**config.mk**
```make
export PLATFORM = sky130hd
export DESIGN_NAME = uart_tx
export DESIGN_NICKNAME = d
export VERILOG_FILES = /design/src/rtl/uart_pkg.sv /design/src/rtl/uart_tx_fifo.sv /design/src/rtl/uart_tx.sv
export SDC_FILE = /design/constraint.sdc
export NUM_CORES = 1
export LEC_CHECK = 0
export ABC_CLOCK_PERIOD_IN_PS = 3100
export CAP_MARGIN = 15
export CORE_ASPECT_RATIO = 1.2
export CORE_MARGIN = 4
export CORE_UTILIZATION = 51
export DETAILED_ROUTE_END_ITERATION = 6
export GPL_TIMING_DRIVEN = 0
export PLACE_DENSITY = 0.73
export SYNTH_ARGS = -nofsm -noshare
export SYNTH_HDL_FRONTEND = slang
export SYNTH_HIERARCHICAL = 1
export SYNTH_SLANG_ARGS = --single-unit
```
**constraint.sdc**
```tcl
create_clock -name clk -period 3.1 [get_ports clk]
set_input_delay 0.62 -clock clk [delete_from_list [all_inputs] [get_ports clk]]
set_output_delay 0.62 -clock clk [all_outputs]
set_load 0.05 [all_outputs]
```
**src/rtl/uart_pkg.sv**
```systemverilog
// Shared UART definitions: state encoding (common with the receiver),
// data width and the default clocks-per-bit.
package uart_pkg;

  typedef logic [2:0] uart_state_t;

  localparam uart_state_t IDLE    = 3'b000;
  localparam uart_state_t START   = 3'b001;
  localparam uart_state_t DATA    = 3'b010;
  localparam uart_state_t STOP    = 3'b011;
  localparam uart_state_t CLEANUP = 3'b100;

  localparam int UART_DATA_W = 8;
  localparam int CPB_DEFAULT = 217;

endpackage

```
**src/rtl/uart_tx_fifo.sv**
```systemverilog
// Synchronous show-ahead FIFO for the transmit byte queue.
// Ports:
//   clk, rst_n   clock, async active-low reset (empties the queue)
//   push, din    write request / data (ignored when full)
//   pop          read request (ignored when empty)
//   dout         head of queue, valid whenever !empty
//   empty, full  decoded from the registered occupancy count
module uart_tx_fifo
  import uart_pkg::*;
#(
  parameter int WIDTH = UART_DATA_W,
  parameter int DEPTH = 4
) (
  input  logic             clk,
  input  logic             rst_n,
  input  logic             push,
  input  logic [WIDTH-1:0] din,
  input  logic             pop,
  output logic [WIDTH-1:0] dout,
  output logic             empty,
  output logic             full
);

  localparam int AW = $clog2(DEPTH);

  logic [WIDTH-1:0] mem [DEPTH];
  logic [AW-1:0]    wr_ptr;
  logic [AW-1:0]    rd_ptr;
  logic [AW:0]      count;
  logic             do_push;
  logic             do_pop;

  assign empty   = (count == '0);
  assign full    = (count == (AW+1)'(DEPTH));
  assign do_push = push & ~full;
  assign do_pop  = pop & ~empty;
  assign dout    = mem[rd_ptr];

  // DEPTH is a power of two, so pointers wrap by natural overflow.
  always_ff @(posedge clk or negedge rst_n) begin
    if (!rst_n) begin
      wr_ptr <= '0;
      rd_ptr <= '0;
      count  <= '0;
    end else begin
      if (do_push) wr_ptr <= wr_ptr + AW'(1);
      if (do_pop)  rd_ptr <= rd_ptr + AW'(1);
      case ({do_push, do_pop})
        2'b10:   count <= count + (AW+1)'(1);
        2'b01:   count <= count - (AW+1)'(1);
        default: count <= count;
      endcase
    end
  end

  always_ff @(posedge clk) begin
    if (do_push) mem[wr_ptr] <= din;
  end

endmodule

```
**src/rtl/uart_tx.sv**
```systemverilog
// UART transmitter, 8N1, LSB first, with a small byte queue in front.
// Ports:
//   clk          system clock
//   rst_n        async active-low reset; aborts any frame, empties queue
//   tx_dv        upstream byte valid
//   tx_data_in   byte to send
//   tx_ready     queue can take a byte this cycle
//   tx_data_out  serial line, idles high, registered
//   tx_active    high while start..stop is on the line
//   tx_done      one-cycle pulse after each stop bit
//
// state   | meaning
// IDLE    | line high, waiting for a queued byte
// START   | start bit (low) for CPB cycles
// DATA    | data bits 0..7, CPB cycles each
// STOP    | stop bit (high) for CPB cycles
// CLEANUP | one cycle, tx_done asserted
module uart_tx
  import uart_pkg::*;
#(
  parameter int CPB        = CPB_DEFAULT,
  parameter int FIFO_DEPTH = 4
) (
  input  logic                   clk,
  input  logic                   rst_n,
  input  logic                   tx_dv,
  input  logic [UART_DATA_W-1:0] tx_data_in,
  output logic                   tx_ready,
  output logic                   tx_data_out,
  output logic                   tx_active,
  output logic                   tx_done
);

  localparam int               CNT_W    = $clog2(CPB);
  localparam logic [CNT_W-1:0] CNT_LAST = CNT_W'(CPB - 1);

  uart_state_t            state_q, state_d;
  logic [CNT_W-1:0]       clk_cnt_q, clk_cnt_d;
  logic [2:0]             bit_idx_q, bit_idx_d;
  logic [UART_DATA_W-1:0] sh_q, sh_d;
  logic                   ready_en_q;
  logic                   pending_q;
  logic                   fifo_pop;
  logic                   fifo_empty;
  logic                   fifo_full;
  logic [UART_DATA_W-1:0] fifo_dout;
  logic                   bit_end;
  logic                   line_d;

  // ready_en_q keeps tx_ready low until the first edge after reset release.
  assign tx_ready = ready_en_q & ~fifo_full;

  uart_tx_fifo #(
    .WIDTH (UART_DATA_W),
    .DEPTH (FIFO_DEPTH)
  ) u_fifo (
    .clk   (clk),
    .rst_n (rst_n),
    .push  (tx_dv & tx_ready),
    .din   (tx_data_in),
    .pop   (fifo_pop),
    .dout  (fifo_dout),
    .empty (fifo_empty),
    .full  (fifo_full)
  );

  assign bit_end = (clk_cnt_q == CNT_LAST);

  always_comb begin
    state_d   = state_q;
    clk_cnt_d = clk_cnt_q;
    bit_idx_d = bit_idx_q;
    sh_d      = sh_q;
    fifo_pop  = 1'b0;
    case (state_q)
      IDLE: begin
        // pending_q is the queue's not-empty flag delayed one cycle, which
        // fixes accept-to-start-bit latency at two edges.
        if (pending_q && !fifo_empty) begin
          fifo_pop  = 1'b1;
          sh_d      = fifo_dout;
          clk_cnt_d = '0;
          bit_idx_d = '0;
          state_d   = START;
        end
      end
      START: begin
        if (bit_end) begin
          clk_cnt_d = '0;
          state_d   = DATA;
        end else begin
          clk_cnt_d = clk_cnt_q + CNT_W'(1);
        end
      end
      DATA: begin
        if (bit_end) begin
          clk_cnt_d = '0;
          if (bit_idx_q == 3'd7) begin
            bit_idx_d = '0;
            state_d   = STOP;
          end else begin
            bit_idx_d = bit_idx_q + 3'd1;
          end
        end else begin
          clk_cnt_d = clk_cnt_q + CNT_W'(1);
        end
      end
      STOP: begin
        if (bit_end) begin
          clk_cnt_d = '0;
          state_d   = CLEANUP;
        end else begin
          clk_cnt_d = clk_cnt_q + CNT_W'(1);
        end
      end
      CLEANUP: state_d = IDLE;
      default: begin
        state_d   = IDLE;
        clk_cnt_d = '0;
        bit_idx_d = '0;
      end
    endcase
  end

  // Outputs decode the next state so they move on the transition edge.
  always_comb begin
    case (state_d)
      START:   line_d = 1'b0;
      DATA:    line_d = sh_d[bit_idx_d];
      default: line_d = 1'b1;
    endcase
  end

  always_ff @(posedge clk or negedge rst_n) begin
    if (!rst_n) begin
      state_q     <= IDLE;
      clk_cnt_q   <= '0;
      bit_idx_q   <= '0;
      sh_q        <= '0;
      ready_en_q  <= 1'b0;
      pending_q   <= 1'b0;
      tx_data_out <= 1'b1;
      tx_active   <= 1'b0;
      tx_done     <= 1'b0;
    end else begin
      state_q     <= state_d;
      clk_cnt_q   <= clk_cnt_d;
      bit_idx_q   <= bit_idx_d;
      sh_q        <= sh_d;
      ready_en_q  <= 1'b1;
      pending_q   <= ~fifo_empty;
      tx_data_out <= line_d;
      tx_active   <= (state_d == START) || (state_d == DATA) || (state_d == STOP);
      tx_done     <= (state_d == CLEANUP);
    end
  end

endmodule

```
== Word-level counts from Yosys, hierarchy flattened ==
Memories as Yosys holds them, arrays and structs flattened.
Cells that the tools add are included.
Storage, ports and cells
  input port bits: 11
  ROM bits: 0
  output and inout port bits: 4
  memories: 1
  register bits after elaboration: 34
  bits in writable memories: 32
  latch bits: 0
Memories
  u_fifo.mem: depth 4, bits a word 8, read ports 1, clocked after Yosys merged registers in 0, write ports 1, line uart_tx_fifo.sv:26  | logic [WIDTH-1:0] mem [DEPTH];
Operators by class
  equal/unequal tests: 14
  div/mod/pow operators: 0
  bitwise operators: 7
  magnitude comparators: 1
  reduce and logical (&&, ||, !) cells: 10
  multiply operators: 0
  mux-type cells: 23
  shifts and indexed selects: 0
  $add $sub $neg: 6
Operators by type and width (number)
  8-bit two-way mux: 4
  3-bit two-way mux: 8
  8-bit case mux with 3 select lines: 1
  3-bit by 2-bit == test with 1-bit output, second input constant: 4
  3-bit == test, second input constant: 4
  3-bit case mux with 4 select lines: 1
  3-bit case mux with 3 select lines: 1
  8-bit by 1-bit adder with 8-bit output, second input constant: 1
  8-bit == test, second input constant: 1
  3-bit by 1-bit adder with 3-bit output, second input constant: 2
  3-bit by 1-bit == test with 1-bit output, second input constant: 2
  3-bit zero test: 2
  3-bit case mux with 2 select lines: 1
  3-bit OR reduction: 2
  1-bit two-way mux: 5
  2-bit by 1-bit adder with 2-bit output, second input constant: 2
  1-bit bitwise AND: 4
  3-bit by 4-bit less-than comparator with 1-bit output, second input constant: 1
  1-bit binary-select mux with 3-bit select: 1
  1-bit NOT: 3
  3-bit by 1-bit subtractor with 3-bit output, second input constant: 1
  2-bit by 1-bit == test with 1-bit output, second input constant: 1
  2-bit == test, second input constant: 1
  1-bit logical OR: 2
  6 further kinds: 6

== Logic depth before layout (Yosys ltp) ==
  word-level depth: 8
  mapped depth: 12

== Cells and area by module ==
Netlist, hierarchy kept.
By module, submodules not included
  uart_tx_fifo: instances 1, area an instance 1592.8 um2, cells each 79, sequential area each 1136.1 um2
  uart_tx: instances 1, area an instance 1421.4 um2, cells each 140, sequential area each 676.9 um2

== Worst setup path after synthesis ==
Ideal clock, no wire load.
  path type: register to register
  start point: register u_fifo.count[2]
  end point: register u_fifo.count[2]
  stages on the path, launching flop included: 12
  buffers on the path: 0
  arrival time: 2.518 ns
  setup slack: 0.457 ns
  library setup time: 0.125 ns
  cells stage by stage: dfrtp_1 > nor3b_4 > nor2b_1 > and2_1 > nor2b_4 > inv_1 > ha_1 > inv_1 > fa_1 > xor2_1 > nor2_1 > xor2_1
RTL lines
  start, declared: line uart_tx_fifo.sv:29  | logic [AW:0] count;
  start signal, assigned: line uart_tx_fifo.sv:49  | 2'b10: count <= count + (AW+1)'(1);
  start signal, assigned: line uart_tx_fifo.sv:50  | 2'b01: count <= count - (AW+1)'(1);
  start signal, assigned: line uart_tx_fifo.sv:51  | default: count <= count;
  3-bit == test *: line uart_tx_fifo.sv:34  | assign full = (count == (AW+1)'(DEPTH));
  net fifo_full: line uart_tx.sv:45  | logic fifo_full;
  1-bit NOT *: line uart_tx.sv:51  | assign tx_ready = ready_en_q & ~fifo_full;
  1-bit bitwise AND *: line uart_tx.sv:51
  net tx_ready: line uart_tx.sv:28  | output logic tx_ready,
  1-bit bitwise AND *: line uart_tx.sv:59  | .push (tx_dv & tx_ready),
  1-bit bitwise AND *: line uart_tx_fifo.sv:35  | assign do_push = push & ~full;
  2-bit by 1-bit == test with 1-bit output or 2-bit == test (tied branches): line uart_tx_fifo.sv:48  | case ({do_push, do_pop})
  3-bit case mux with 2 select lines or 2-bit nonzero test (tied branches)
Mark *: on every way through the listed nets, which the timed path passes. The rest lies on a longest branch.
A chain may end at the register's enable or synchronous reset.

== Worst setup path after layout ==
  start point: register u_fifo.count[0]
  end point: register u_fifo.count[2]
On the way
  cells in the longest elaborated chain, start to end: 8
Ends and longest elaborated chain
  3-bit zero test *: line uart_tx_fifo.sv:33  | assign empty = (count == '0);
  net fifo_empty: line uart_tx.sv:44  | logic fifo_empty;
  1-bit zero test *: line uart_tx.sv:79  | if (pending_q && !fifo_empty) begin
  1-bit logical AND *: line uart_tx.sv:79
  1-bit two-way mux *: line uart_tx.sv:79
  1-bit two-way mux *: line uart_tx.sv:75  | case (state_q)
  net fifo_pop: line uart_tx.sv:43  | logic fifo_pop;
  1-bit bitwise AND *: line uart_tx_fifo.sv:36  | assign do_pop = pop & ~empty;
  net u_fifo.do_pop: line uart_tx_fifo.sv:31  | logic do_pop;
  2-bit by 1-bit == test with 1-bit output or 2-bit == test (tied branches): line uart_tx_fifo.sv:48
  3-bit case mux with 2 select lines or 2-bit nonzero test (tied branches)
Marked as above.

==> reports/metrics.csv <==
stage,metric,value,unit
clock_network,Root Driver,clkbuf_8,
timing,Worst Max-Slew Pin Slew,741,ps
logic_synthesis,Synth area leader,edfxtp_1,
timing,maximum clock frequency,374,MHz
logic_synthesis,largest family of logic cells by synthesized area,simple AND/OR/NAND/NOR gates,
routing,1st-iter DRT viols,52,
hold_path,worst hold path class,primary input to async pin,
clock_network,level count of the clock H-tree,3,
timing,Max Slew Vio Count,0,
logic_synthesis,largest cells by area after synthesis,"edfxtp_1 (32%), dfrtp_1 (27%), mux4_2 (6.0%), ha_1 (3.7%), mux2_2 (3.0%)",
clock_network,clock sink count,66,
floorplanning,Die H,92.2,µm
routing,routed wire length,4740,µm
clock_network,CTS Buf Count,9,
global_route,number of global-route vias before repair,1727,
clock_network,CTS tree,built,
logic_synthesis,"Net Count, Synth",240,
flow_run,max cap viols,0,
global_route,Total GRT Usage,15.2,%
logic_synthesis,"EDFF count, synth",32,
routing,DR WL/cell,14.4,µm
timing,Total Negative Setup Slacks,0,ps
placed_design,DP HPWL,3260,µm
logic_synthesis,Synth Area in Compound Gates,5.56,%
logic_synthesis,Synth Warn #,6,
clock_network,Clock Latency Late Sink,340,ps
timing,Slew headroom,50.6,%
routing,DR vias/cell,5.23,
pwr,Leakage,0.00142,µW
placed_design,Post-DP Area,3250,µm²
floorplanning,Initial Util,52.8,%
placed_design,RD Place Congestion,0.838,
cells_and_area,nets@finish,265,
logic_synthesis,"Avg Cell Area, Syn",13.8,µm²
timing,RSZ-0062 raised after global routing,false,
setup_path,Setup crit end kind,register,
cells_and_area,share of layout cells above drive strength 1,21.7,%
setup_path,worst reg-to-reg path cell count,12,
floorplanning,core area,5710,µm²
global_route,largest net degree at the start of global routing,35,
global_route,global-route wire length before repair,8270,µm
floorplanning,DIE AREA,7210,µm²
clock_network,Post-CTS Setup Inserts,0,
pwr,Peak VDD IR,392,µV
logic_synthesis,Async SR Flop Fraction,51.5,%
global_route,grt total ovfl,0,
clock_network,Clock Pin Slew Worst Setup and Hold Paths,80,ps
cells_and_area,P&R area growth vs syn,14.6,%
floorplanning,Die W,78.2,µm
setup_path,crit path max fanout,10,
routing,DRT antenna net count,0,
logic_synthesis,Cells after Synth,219,
timing,min Tclk post-route,2680,ps
timing,final period utilization,86.4,%
cells_and_area,"Design Area, Final",3450,µm²
logic_synthesis,simple-gate share of the synthesized area,12.5,%
logic_synthesis,adder-cell share of the synthesized area,4.40,%
cells_and_area,ANT cells,0,
timing,# setup viols final,0,
setup_path,Crit path required time,3360,ps
clock_network,CTS Hold Bufs,0,
logic_synthesis,post-synth cell types,49,
clock_network,clock buffer depth,2,
pwr,PD cells,596,nW/µm²
routing,Vias,1721,
floorplanning,site row count,30,
setup_path,kind of critical path,register to register,
global_route,initial antenna violation count,0,
logic_synthesis,synth cell count leaders,"dfrtp_1 (33), edfxtp_1 (32), nand2_1 (17), inv_1 (14)",
placed_design,post-place setup slack,414,ps
floorplanning,io pins,15,
logic_synthesis,"Seq/Total Area, Yosys",60.1,%
setup_path,crit path DAT,2930,ps
logic_synthesis,Main synth FF type,dfrtp_1,
timing,Clock Skews,5.95,ps
setup_path,Worst Setup Start Kind,register,
routing,# DRC,0,
logic_synthesis,Mapped Area,3010,µm²
logic_synthesis,"count leader, synth",dfrtp_1,
logic_synthesis,post-synthesis xor/xnor area fraction,2.62,%
clock_network,CTS-repair resized insts,0,
timing,worst setup margin,423,ps
run_status,status,"finished, final reports clean",
timing,final hold vios,0,
pwr,overall power,2060,µW
logic_synthesis,top cell type's share of synthesized area,31.9,%
routing,first-pass detailed-route iteration total,4,
placed_design,I/O Buffers,14,
logic_synthesis,mux cell area share after synthesis,11.1,%
logic_synthesis,#FFs+latches synth,66,
-- per-layer routing --
metal | GRT usage [%] | vias up | part of all wire [%]
met1 | 19.3 | 837 | 44
met3 | 4.62 | 8 | 3.8
met4 | 7.58 | 0 | 1.3
met2 | 23.4 | 31 | 50
li1 | - | 845 | -
met5 | 0 | - | 0
-- flip-flops by register name, summed over array words and instances (netlist names) --
register and count:
ready_en_q 1, u_fifo/count 3, pending_q 1, tx_active 1, u_fifo/wr_ptr 2, sh_q 8, u_fifo/rd_ptr 2, bit_idx_q 3
clk_cnt_q 8, tx_done 1, state_q 3, tx_data_out 1, u_fifo/mem 32
-- critical path, cell delays in order (launching register included) --
cell and delay [ps]:
dfrtp_1 480, nor3_1 130, nor3b_1 310, nand2_1 160, buf_2 220, inv_1 80
o31a_2 170, ha_1 180, inv_1 60, fa_1 370, xor2_1 150, nor2_1 110
xor2_1 170
-- through the flow --
step           cells  hold slack, ps  util, %
2_1_floorplan    219             324        -
3_3_place_gp     313             481     57.0
3_5_place_dp     313             486     57.0
4_1_cts          329             353     60.5
5_1_grt          329             392     60.5
6_report         329             338     60.5
-- cell type report --
| type | count | area (µm²) |
|---|---|---|
| fill | 469 | 2250 |
| sequential | 66 | 1810 |
| multi-input combinational | 131 | 1090 |
| timing repair buffer | 14 | 135 |
| clock buffer | 9 | 124 |
| tap | 80 | 100 |
| clock inverter | 7 | 81.3 |
| buffer | 8 | 55.1 |
| inverter | 14 | 52.6 |
-- path summary, 6_finish.rpt --
kind / startpoint / end / slack [ps]
min in group clk: sh_q[1] / sh_q[1] / 500
max in group asynchronous: rst_n / bit_idx_q[2] / 2290
hold reg to reg: sh_q[1] / sh_q[1] / 500
setup / recovery: u_fifo/count[0] / u_fifo/count[2] / 420
setup reg to reg: u_fifo/count[0] / u_fifo/count[2] / 420
hold / removal: rst_n / clk_cnt_q[6] / 340
-- cells by family after synthesis --
family | count (synthesis)
adder cells (fa/ha/maj) | 10
buffers and inverters | 22
AND/OR/NAND/NOR | 65
multiplexers | 22
other | 1
flip-flops | 66
AO/OA/AOI/OAI | 24
XOR/XNOR | 9
-- report_power, final --
group          switching [µW]  internal [µW]
combinational             131            115
sequential               58.3           1010
clock                     364            384
-- layout by cell type, fill, tap and decap left out, drive strengths merged, types with 3 or more instances in the layout --
master / instances
nand3: 4
mux2: 9
clkbuf: 12
xor2: 6
a21oi: 4
mux4: 8
buf: 6
nor2: 14
xnor2: 3
edfxtp: 32
and2: 5
mux2i: 5
clkdlybuf4s50: 13
ha: 9
inv: 18
and3: 3
nand2: 17
dfrtp: 33
o21ai: 13
(Power assumes the default switching activity.)
